File: src/rtl/deltasigma_decoder.sv
// Sinc2 CIC decimator: turns a strobed 1-bit delta-sigma stream back into
// signed 16-bit PCM words held in a valid/rd handshake register.
module deltasigma_decoder #(
   parameter int DECIM_LOG2 = 7,
   parameter int ACC_W      = 2*DECIM_LOG2+3
) (
   input  logic               clk,
   input  logic               reset,
   input  logic               bs,
   input  logic               sample,
   input  logic               rd,
   output logic signed [15:0] d,
   output logic               valid,
   output logic               overrun
);

   localparam int SHIFT = 15 - 2*DECIM_LOG2;
   localparam int SW    = ACC_W + 16;
   localparam logic signed [SW-1:0] S_MAX = SW'(32767);
   localparam logic signed [SW-1:0] S_MIN = SW'(-32768);

   // Left-align the comb output to 16 bits; only a full-scale run can exceed range.
   function automatic logic signed [15:0] scale_sat(input logic signed [ACC_W-1:0] yin);
      logic signed [SW-1:0] s;
      s = SW'(yin) <<< SHIFT;
      if (s > S_MAX)
         scale_sat = 16'sh7FFF;
      else if (s < S_MIN)
         scale_sat = 16'sh8000;
      else
         scale_sat = s[15:0];
   endfunction

   logic signed [ACC_W-1:0] x;
   logic signed [ACC_W-1:0] i1, i2, i1_nxt, i2_nxt;
   logic [DECIM_LOG2-1:0]   cnt;
   logic signed [ACC_W-1:0] tap_p0, tap_d1, c1_d1, c1, y;
   logic                    vld_p0, vld_p1, first;
   logic signed [15:0]      word_p1;

   always_comb begin
      x      = bs ? ACC_W'(1) : {ACC_W{1'b1}};
      i1_nxt = i1 + x;
      i2_nxt = i2 + i1_nxt;
      c1     = tap_p0 - tap_d1;
      y      = c1 - c1_d1;
   end

   // Stage p0: integrators and framing, wrapping arithmetic by design
   always_ff @(posedge clk or negedge reset) begin
      if (!reset) begin
         i1     <= '0;
         i2     <= '0;
         cnt    <= '0;
         tap_p0 <= '0;
         vld_p0 <= 1'b0;
      end else begin
         vld_p0 <= 1'b0;
         if (sample) begin
            i1  <= i1_nxt;
            i2  <= i2_nxt;
            cnt <= cnt + DECIM_LOG2'(1);
            if (cnt == '1) begin
               tap_p0 <= i2_nxt;
               vld_p0 <= 1'b1;
            end
         end
      end
   end

   // Stage p1: combs; the first frame after reset only primes the history
   always_ff @(posedge clk or negedge reset) begin
      if (!reset) begin
         tap_d1  <= '0;
         c1_d1   <= '0;
         word_p1 <= '0;
         vld_p1  <= 1'b0;
         first   <= 1'b1;
      end else begin
         vld_p1 <= 1'b0;
         if (vld_p0) begin
            tap_d1  <= tap_p0;
            c1_d1   <= c1;
            word_p1 <= scale_sat(y);
            vld_p1  <= ~first;
            first   <= 1'b0;
         end
      end
   end

   // Stage p2: holding register and handshake
   always_ff @(posedge clk or negedge reset) begin
      if (!reset) begin
         d       <= '0;
         valid   <= 1'b0;
         overrun <= 1'b0;
      end else if (vld_p1) begin
         d     <= word_p1;
         valid <= 1'b1;
         if (valid && !rd)
            overrun <= 1'b1;
      end else if (rd && valid) begin
         valid   <= 1'b0;
         overrun <= 1'b0;
      end
   end

endmodule

File: config.mk
export PLATFORM = sky130hd
export DESIGN_NAME = deltasigma_decoder
export DESIGN_NICKNAME = d
export VERILOG_FILES = /design/src/rtl/deltasigma_decoder.sv
export SDC_FILE = /design/constraint.sdc
export NUM_CORES = 1
export LEC_CHECK = 0
export ABC_AREA = 1
export BUFFER_PORTS_ARGS = -buffer_cell sky130_fd_sc_hd__clkbuf_2
export CAP_MARGIN = 10
export CORE_ASPECT_RATIO = 1.2
export CORE_MARGIN = 5
export CORE_UTILIZATION = 65
export DETAILED_ROUTE_END_ITERATION = 10
export PLACE_DENSITY = 0.9
export SETUP_SLACK_MARGIN = 0.05
export SLEW_MARGIN = 40
export SYNTH_ARGS = -nofsm -noshare
export SYNTH_HDL_FRONTEND = slang
export SYNTH_SLANG_ARGS = --single-unit
File: constraint.sdc
create_clock -name clk -period 6.2 [get_ports clk]
set_input_delay 1.24 -clock clk [delete_from_list [all_inputs] [get_ports clk]]
set_output_delay 1.24 -clock clk [all_outputs]
set_load 0.05 [all_outputs]
==> results.cfg, run 1 <==
[run_status]
status = complete, no violations

[run]
maxCapViolCount = 0

[logic_synthesis]
synth_compound_area_share_pct = 10.9
synth_top_family_by_area = simple AND/OR/NAND/NOR gates
syn_area_per_cell_um2 = 7.68
syn-num-nets = 1129
synthMuxAreaShare_pct = 0
yosys.area_share.xor_xnor_pct = 4.97
ys.warnings.count = 0
ys_ff_latch = 129
synth_edf_count = 0
synth_flop_cell = dfrtp_1
async_flop_share_pct = 100
yosys-top-cells-area = dfrtp_1, nand2_1, ha_1, inv_1, nand3_1
ys_seq_area_share_pct = 39.8
netlist_area_mm2 = 0.00811
synthDistinctLibCells = 42
netlist.area_leader.share_pct = 39.5
yosys.area.top_type = dfrtp_1
syn_inst = 1056
synth-simple-area-share_pct = 27.0
yosys.area_share.adder_pct = 10.9

[cells_and_area]
fill_cells = 936
layout_common_cells = nand2_1, dfrtp_1, inv_1
final_common_cell = nand2_1
syn2layout_area_growth_pct = 10.6
num-nets-final = 1151
layout-drive-gt1-share_pct = 8.53
diodes = 0

[cts]
cts_tree = done
cts_sinks = 129
ctsHoldBuffers = 0
cts_buffers = 17
post_cts_buffers = 0
clock_latency_ps = 420
cts.clk_slew.worst_paths_ps = 60
htreeDepth = 4
cts-root-buf = clkbuf_16
cts.repair.resized = 0
cts.path.max_buffers = 2

[die]
pin_count = 23
die_w_um = 112
coreArea_mm2 = 0.0122
dieArea_mm2 = 0.0148
start_util_pct = 66.6
fp.dieH_um = 132
num_rows = 44

[setup_path]
crit_chain = clkbuf_2, inv_1, ha_1, a21oi_1, nand2_1, nand2_1, nand2_1, nand2_1, o21ai_2, nand2_1, nand2_1, or2_2, and2_1, ha_1, a21o_1, a21oi_1, nand3_1, a21o_1, or2_2, nand3_1, nand2_1
crit_top_cell = nand2_1
path_delay_family = simple AND/OR/NAND/NOR gates
end_kind = register
crit_fanout = 15
crit_arrival_ps = 4780
critPathLaunchType = input pin
path_depth = 21
critical_path_buf_inv_count = 2
slowest_stage = inv_1
crit_required_ps = 6510
r2r_cells = 22
slowest_delay_ps = 400
crit_start = bs
r2r_start = tap_p0[0]$_DFFE_PN0P_
critPathKind = in -> reg

[placement]
port_buffers = 22
gp_congestion = 0.858
dp_hpwl_um = 12300

[worst_hold_path]
hold_start = first$_DFFE_PN1P_
hold_path.class = reg -> reg
min_path_cells = 2

[detailed_routing]
drtPass1Iterations = 5
vias = 6810
drt_wl_total_um = 17200
route.detailed.wl_per_inst_um = 13.7
viasPerCell = 5.44
postRouteAntennaNets = 0
drc = 0
drtIter0Drc = 394

[timing]
rsz0062_at_grt = false
finClkSkew_ps = 7.04
finalHoldViolCount = 0
fin_setup_tns_ps = 0
period_needed_ps = 4480
fmax_mhz = 223
slew_headroom_pct = 53.7
drv_slew = 0
period_share_pct = 72.2
tightestPinTransition_ps = 695
setup_violations = 0

[grt]
grt_pass1_vias = 7030
track_usage_pct = 24.5
overflow = 0
grt_pass1_wl_um = 30200
grt_max_degree = 69
antenna_found_initial = 0
final timing paths:
check / to / slack [ps]
worst max-delay path: i2[14]$_DFFE_PN0P_ / 1720
max in group asynchronous: cnt[6]$_DFFE_PN0P_ / 4660
worst min-delay path: first$_DFFE_PN1P_ / 440
worst min register to register: first$_DFFE_PN1P_ / 440
worst max register to register: word_p1[6]$_DFFE_PN0P_ / 2310
min in group asynchronous: overrun$_DFFE_PN0P_ / 730
area by class of cell:
| type | count | area [um^2] | share of cell area [%] |
|---|---|---|---|
| Clock buffer | 19 | 433 | 4.83 |
| Clock inverter | 12 | 160 | 1.79 |
| Inverter | 110 | 414 | 4.62 |
| Sequential cell | 129 | 3230 | 36.0 |
| Tap cell | 161 | 201 | 2.25 |
| Timing Repair Buffer | 28 | 170 | 1.90 |
| Multi-Input combinational cell | 792 | 4360 | 48.6 |
state kept, by name, indices dropped and copies added, names as in the netlist:
name and count:
tap_d1 17, valid 1, overrun 1, word_p1 16, vld_p0 1, i1 17
first 1, tap_p0 17, cnt 7, c1_d1 17, i2 17, d 16
vld_p1 1
metal layers:
metal	up-vias	GRT usage (%)	part of all wire, %
met4	0	10.8	3.4
li1	3475	-	-
met5	-	0	0
met3	57	4.41	3.4
met2	140	46.9	54
met1	3138	26.0	39
logic make-up after synthesis:
group	Yosys count
AND/OR/NAND/NOR	519
AO/OA/AOI/OAI	159
buffers and inverters	135
flip-flops	129
adder cells (fa/ha/maj)	68
XOR/XNOR	46
tightest hold or removal path, cell delays in order, from the launching register on:
cell,delay (ps)
dfstp_2,360
inv_1,40
nor2_1,30
synth_stat cells, types with 2 or more instances:
cell type    n
xnor2_1     18
clkbuf_1    19
o31ai_1      3
a31o_2       2
fa_1         4
a21oi_1     57
or2_2        6
clkinv_1     2
nand3b_1     2
and2_1       3
dfrtp_1    128
a31oi_1      8
nor2_1      41
xor2_1      28
nand3_2     10
nor3_1       9
nand2_1    366
inv_2        2
o21ai_2      2
nand3_1     65
ha_1        64
a21boi_0     2
o21bai_1     6
inv_1      106
o21ai_1      2
nand4_1      4
o21ai_0     64
nor4_1       2
nand2_2      7
a21o_1      10
buf_1        3
through the flow:
step / setup slack, ps / area, um^2 / std cells / util, % / hold slack [ps]
final: 1720 / 8970 / 1251 / 73.7 / 440
after global placement: 1470 / 8350 / 1219 / 68.7 / 427
after floorplan: 1890 / 8110 / 1056 / - / 419
after CTS: 1710 / 8950 / 1250 / 73.6 / 439
after detailed placement: 1270 / 8360 / 1219 / 68.7 / 428
after global routing: 1360 / 8970 / 1251 / 73.7 / 468
Power of run 1 is left out: the tool's default activity adds up to more than one toggle a clock period on the data nets, which glitch-free logic cannot reach.
==> inputs of run 2 (changes only) <==
--- a/config.mk
+++ b/config.mk
@@ -10,9 +10,9 @@
 export CAP_MARGIN = 10
 export CORE_ASPECT_RATIO = 1.2
 export CORE_MARGIN = 5
-export CORE_UTILIZATION = 65
+export CORE_UTILIZATION = 63
 export DETAILED_ROUTE_END_ITERATION = 10
-export PLACE_DENSITY = 0.9
+export PLACE_DENSITY = 0.87
 export SETUP_SLACK_MARGIN = 0.05
 export SLEW_MARGIN = 40
 export SYNTH_ARGS = -nofsm -noshare
==> constraint.sdc (replaced) <==
create_clock -name clk -period 4.4 [get_ports clk]
set_input_delay 0.88 -clock clk [delete_from_list [all_inputs] [get_ports clk]]
set_output_delay 0.88 -clock clk [all_outputs]
set_load 0.05 [all_outputs]
==> run 2 against run 1 <==
Clock-buffer cell count is the same. Sequential share of layout area shrank 0.15 points. Worst setup slack lost 1300 ps. Cell count grew 0.32%. Global-route usage grew 0.65 points.
==> results.cfg, run 2 (same netlist as run 1, synthesis figures left out) <==
[timing]
finalHoldViolCount = 0
period_needed_ps = 3980
setup_violations = 0
finClkSkew_ps = 6.16
period_share_pct = 90.5
slew_headroom_pct = 51.9
fmax_mhz = 251
tightestPinTransition_ps = 722
fin_setup_tns_ps = 0
rsz0062_at_grt = false
drv_slew = 0

[detailed_routing]
drt_wl_total_um = 18100
drtPass1Iterations = 6
vias = 6953
viasPerCell = 5.54
drtIter0Drc = 502
postRouteAntennaNets = 0
drc = 0
route.detailed.wl_per_inst_um = 14.4

[setup_path]
crit_arrival_ps = 4290
critPathKind = in -> reg
path_delay_family = simple AND/OR/NAND/NOR gates
critical_path_buf_inv_count = 4
crit_required_ps = 4710
crit_chain = clkbuf_2, inv_1, ha_1, a21oi_1, nand2_1, nand2_1, nand2_1, nand2_1, o21ai_2, nand2_1, nand2_1, or2_2, and2_1, ha_1, nand2_1, inv_1, a21oi_1, inv_1, a21oi_1, nand2_1, or2_2, nand3_1, nand2_1
crit_top_cell = nand2_1
crit_fanout = 10
slowest_delay_ps = 340
slowest_stage = ha_1
critPathLaunchType = input pin
end_kind = register

[cells_and_area]
layout_common_cells = nand2_1, dfrtp_1, inv_1
diodes = 0
multi_input_area_mm2 = 0.00436
fin_util_pct = 71.1
layout-drive-gt1-share_pct = 8.80
syn2layout_area_growth_pct = 11.1
num-nets-final = 1151
final_common_cell = nand2_1
fill_cells = 951
ff_latch_area_mm2 = 0.00323

[cts]
post_cts_buffers = 0
htreeDepth = 4
cts-root-buf = clkbuf_16
cts.path.max_buffers = 2
cts.repair.resized = 0
cts_sinks = 129
cts_buffers = 17
ctsHoldBuffers = 0
clock_latency_ps = 420
cts_tree = done
cts.clk_slew.worst_paths_ps = 60

[grt]
overflow = 0
grt_pass1_wl_um = 31400
antenna_found_initial = 0
track_usage_pct = 25.2
grt_max_degree = 86
grt_pass1_vias = 7049

[die]
die_w_um = 114
num_rows = 45
coreArea_mm2 = 0.0127
dieArea_mm2 = 0.0152
fp.dieH_um = 134
start_util_pct = 64.0
pin_count = 23

[placement]
port_buffers = 22
gp_congestion = 0.923
dp_hpwl_um = 12400

[worst_hold_path]
hold_path.class = in -> async

[run]
maxCapViolCount = 0

[run_status]
status = complete, no violations
-- run 2: stage by stage --
step | instances | area, um^2 | hold slack [ps] | worst slack [ps]
after floorplan | 1056 | 8110 | 419 | 445
after global placement | 1223 | 8380 | 426 | 188
after detailed placement | 1223 | 8380 | 440 | 90.8
after CTS | 1255 | 9000 | 449 | 485
after global routing | 1255 | 9000 | 458 | 73.2
final | 1255 | 9000 | 444 | 420
-- run 2: cell type report --
cell class | count | share of cell area (%)
repair buffers | 28 | 1.89
inverters | 110 | 4.59
clock inverters | 13 | 1.93
multi-input cells | 792 | 48.4
well taps | 164 | 2.28
flip-flops and latches | 129 | 35.9
clock buffers | 19 | 5.03
-- run 2: per-layer routing --
metal	vias to the layer above	GRT usage (%)	share of wire [%]
li1	3477	-	-
met1	3225	27.2	40
met2	183	47.1	53
met3	68	3.79	3.2
met4	0	12.7	4.3
met5	-	0	0
-- run 2: final timing paths --
check / to / start / cells past startpoint / slack [ps]
worst max-delay path: i2[15]$_DFFE_PN0P_ / bs / 23 / 420
worst min-delay path: valid$_DFFE_PN0P_ / reset / 1 / 440
worst max register to register: word_p1[12]$_DFFE_PN0P_ / tap_p0[0]$_DFFE_PN0P_ / 22 / 540
worst min register to register: first$_DFFE_PN1P_ / first$_DFFE_PN1P_ / 2 / 450
max in group asynchronous: vld_p0$_DFF_PN0_ / reset / 2 / 3080
min in group clk: first$_DFFE_PN1P_ / first$_DFFE_PN1P_ / 2 / 450
Power of run 2 is left out for the same reason.
==> inputs of run 3 (changes only) <==
--- a/config.mk
+++ b/config.mk
@@ -6,7 +6,7 @@
 export NUM_CORES = 1
 export LEC_CHECK = 0
 export ABC_AREA = 1
-export BUFFER_PORTS_ARGS = -buffer_cell sky130_fd_sc_hd__clkbuf_2
+export BUFFER_PORTS_ARGS = -buffer_cell sky130_fd_sc_hd__buf_2
 export CAP_MARGIN = 10
 export CORE_ASPECT_RATIO = 1.2
 export CORE_MARGIN = 5
==> run 3 against run 2 <==
Global-route usage fell by 1.1 points. Clock-buffer cell count did not move. Non-clock buffer count rose by 1. Highest routed layer unchanged.
==> results.cfg, run 3 (same netlist as run 1, synthesis figures left out) <==
[run_status]
status = complete, no violations

[die]
num_rows = 45
die_w_um = 114
pin_count = 23
dieArea_mm2 = 0.0152
coreArea_mm2 = 0.0127
fp.dieH_um = 134
start_util_pct = 64.0

[cts]
clock_latency_ps = 420
cts.path.max_buffers = 2
cts_sinks = 129
cts-root-buf = clkbuf_16
cts_tree = done
cts.clk_slew.worst_paths_ps = 60
cts_buffers = 17
cts.repair.resized = 0
htreeDepth = 4
ctsHoldBuffers = 0
post_cts_buffers = 0

[cells_and_area]
diodes = 0
layout-drive-gt1-share_pct = 8.70
fill_cells = 1005
final_common_cell = nand2_1
layout_common_cells = nand2_1, dfrtp_1, inv_1
stdcell_area_mm2 = 0.00897
syn2layout_area_growth_pct = 10.6
num-nets-final = 1152

[setup_path]
r2r_slack_ps = 560
crit_required_ps = 4690
critPathKind = reg -> reg
r2r_cells = 22
crit_arrival_ps = 4130
critPathLaunchType = register
crit_fanout = 14
end_kind = register

[worst_hold_path]
hold_path.class = reg -> reg
min_path_cells = 2

[detailed_routing]
drtPass1Iterations = 5
viasPerCell = 5.44
drc = 0
route.detailed.wl_per_inst_um = 13.9
drt_wl_total_um = 17500
drtIter0Drc = 475
vias = 6827
postRouteAntennaNets = 0

[grt]
grt_max_degree = 130
overflow = 0
antenna_found_initial = 0
grt_pass1_wl_um = 30000
grt_pass1_vias = 6884
track_usage_pct = 24.1

[timing]
finClkSkew_ps = 7.75
period_share_pct = 87.3
drv_slew = 0
fmax_mhz = 260
setup_violations = 0
fin_setup_tns_ps = 0
rsz0062_at_grt = false
slew_headroom_pct = 50.5
period_needed_ps = 3840
finalHoldViolCount = 0
tightestPinTransition_ps = 742

[placement]
port_buffers = 22
gp_congestion = 0.906
dp_hpwl_um = 12200
dpl-instance-area_mm2 = 0.00839

[run]
maxCapViolCount = 0
-- run 3: cell types whose count changed in the layout (fill, tap and decap cells not counted), sizes merged --
cell      previous run  this run
bufinv               3         2
clkinvlp             2         3
clkbuf              40        19
clkinv               4         9
inv                114       109
buf                  7        29
-- run 3: worst paths after layout --
check	from	endpoint
max	tap_p0[0]$_DFFE_PN0P_	word_p1[7]$_DFFE_PN0P_
min	first$_DFFE_PN1P_	first$_DFFE_PN1P_
max reg2reg	tap_p0[0]$_DFFE_PN0P_	word_p1[7]$_DFFE_PN0P_
min reg2reg	first$_DFFE_PN1P_	first$_DFFE_PN1P_
max in group asynchronous	reset	vld_p0$_DFF_PN0_
min in group asynchronous	reset	word_p1[3]$_DFFE_PN0P_
-- run 3: final cells by class --
class / instances / area (um^2) / area share, %
inverter: 110 / 413 / 4.61
multi-input combinational: 792 / 4360 / 48.6
timing repair buffer: 29 / 178 / 1.98
tap: 164 / 205 / 2.29
clock buffer: 19 / 443 / 4.94
clock inverter: 13 / 138 / 1.54
sequential: 129 / 3230 / 36.0
-- run 3: worst max-delay path, cell delays in order, from the launching register on --
cell and delay, ps:
dfrtp_1 350, inv_1 110, ha_1 160, inv_1 60, fa_1 390, nand3_1 80, nand2_1 100, nand2_1 100
nand2_2 100, a21oi_1 220, o21bai_1 100, xor2_1 160, ha_1 360, inv_1 100, nor3_1 300, and3_1 200
nand2_1 90, nand3_1 120, nand2_1 60, nand2_1 80, nand3_2 240, nand2_1 150, nand3_1 80
-- run 3: routing by layer --
metal | wire length (um) | share of wire, % | up-vias | track usage, %
li1 | - | - | 3464 | -
met1 | 6850 | 39 | 3133 | 26.0
met2 | 9290 | 53 | 166 | 44.6
met3 | 636 | 3.6 | 64 | 4.02
met4 | 681 | 3.9 | 0 | 12.6
met5 | 0 | 0 | - | 0
-- run 3: through the flow --
step / hold WS (ps) / worst slack (ps) / util [%] / instances
global placement: 427 / 319 / 66.2 / 1224
global route: 484 / 261 / 70.8 / 1256
floorplan: 419 / 445 / - / 1056
CTS: 445 / 592 / 70.8 / 1256
detailed placement: 435 / 229 / 66.2 / 1224
finish: 443 / 558 / 70.8 / 1256
Power of run 3 is left out for the same reason.
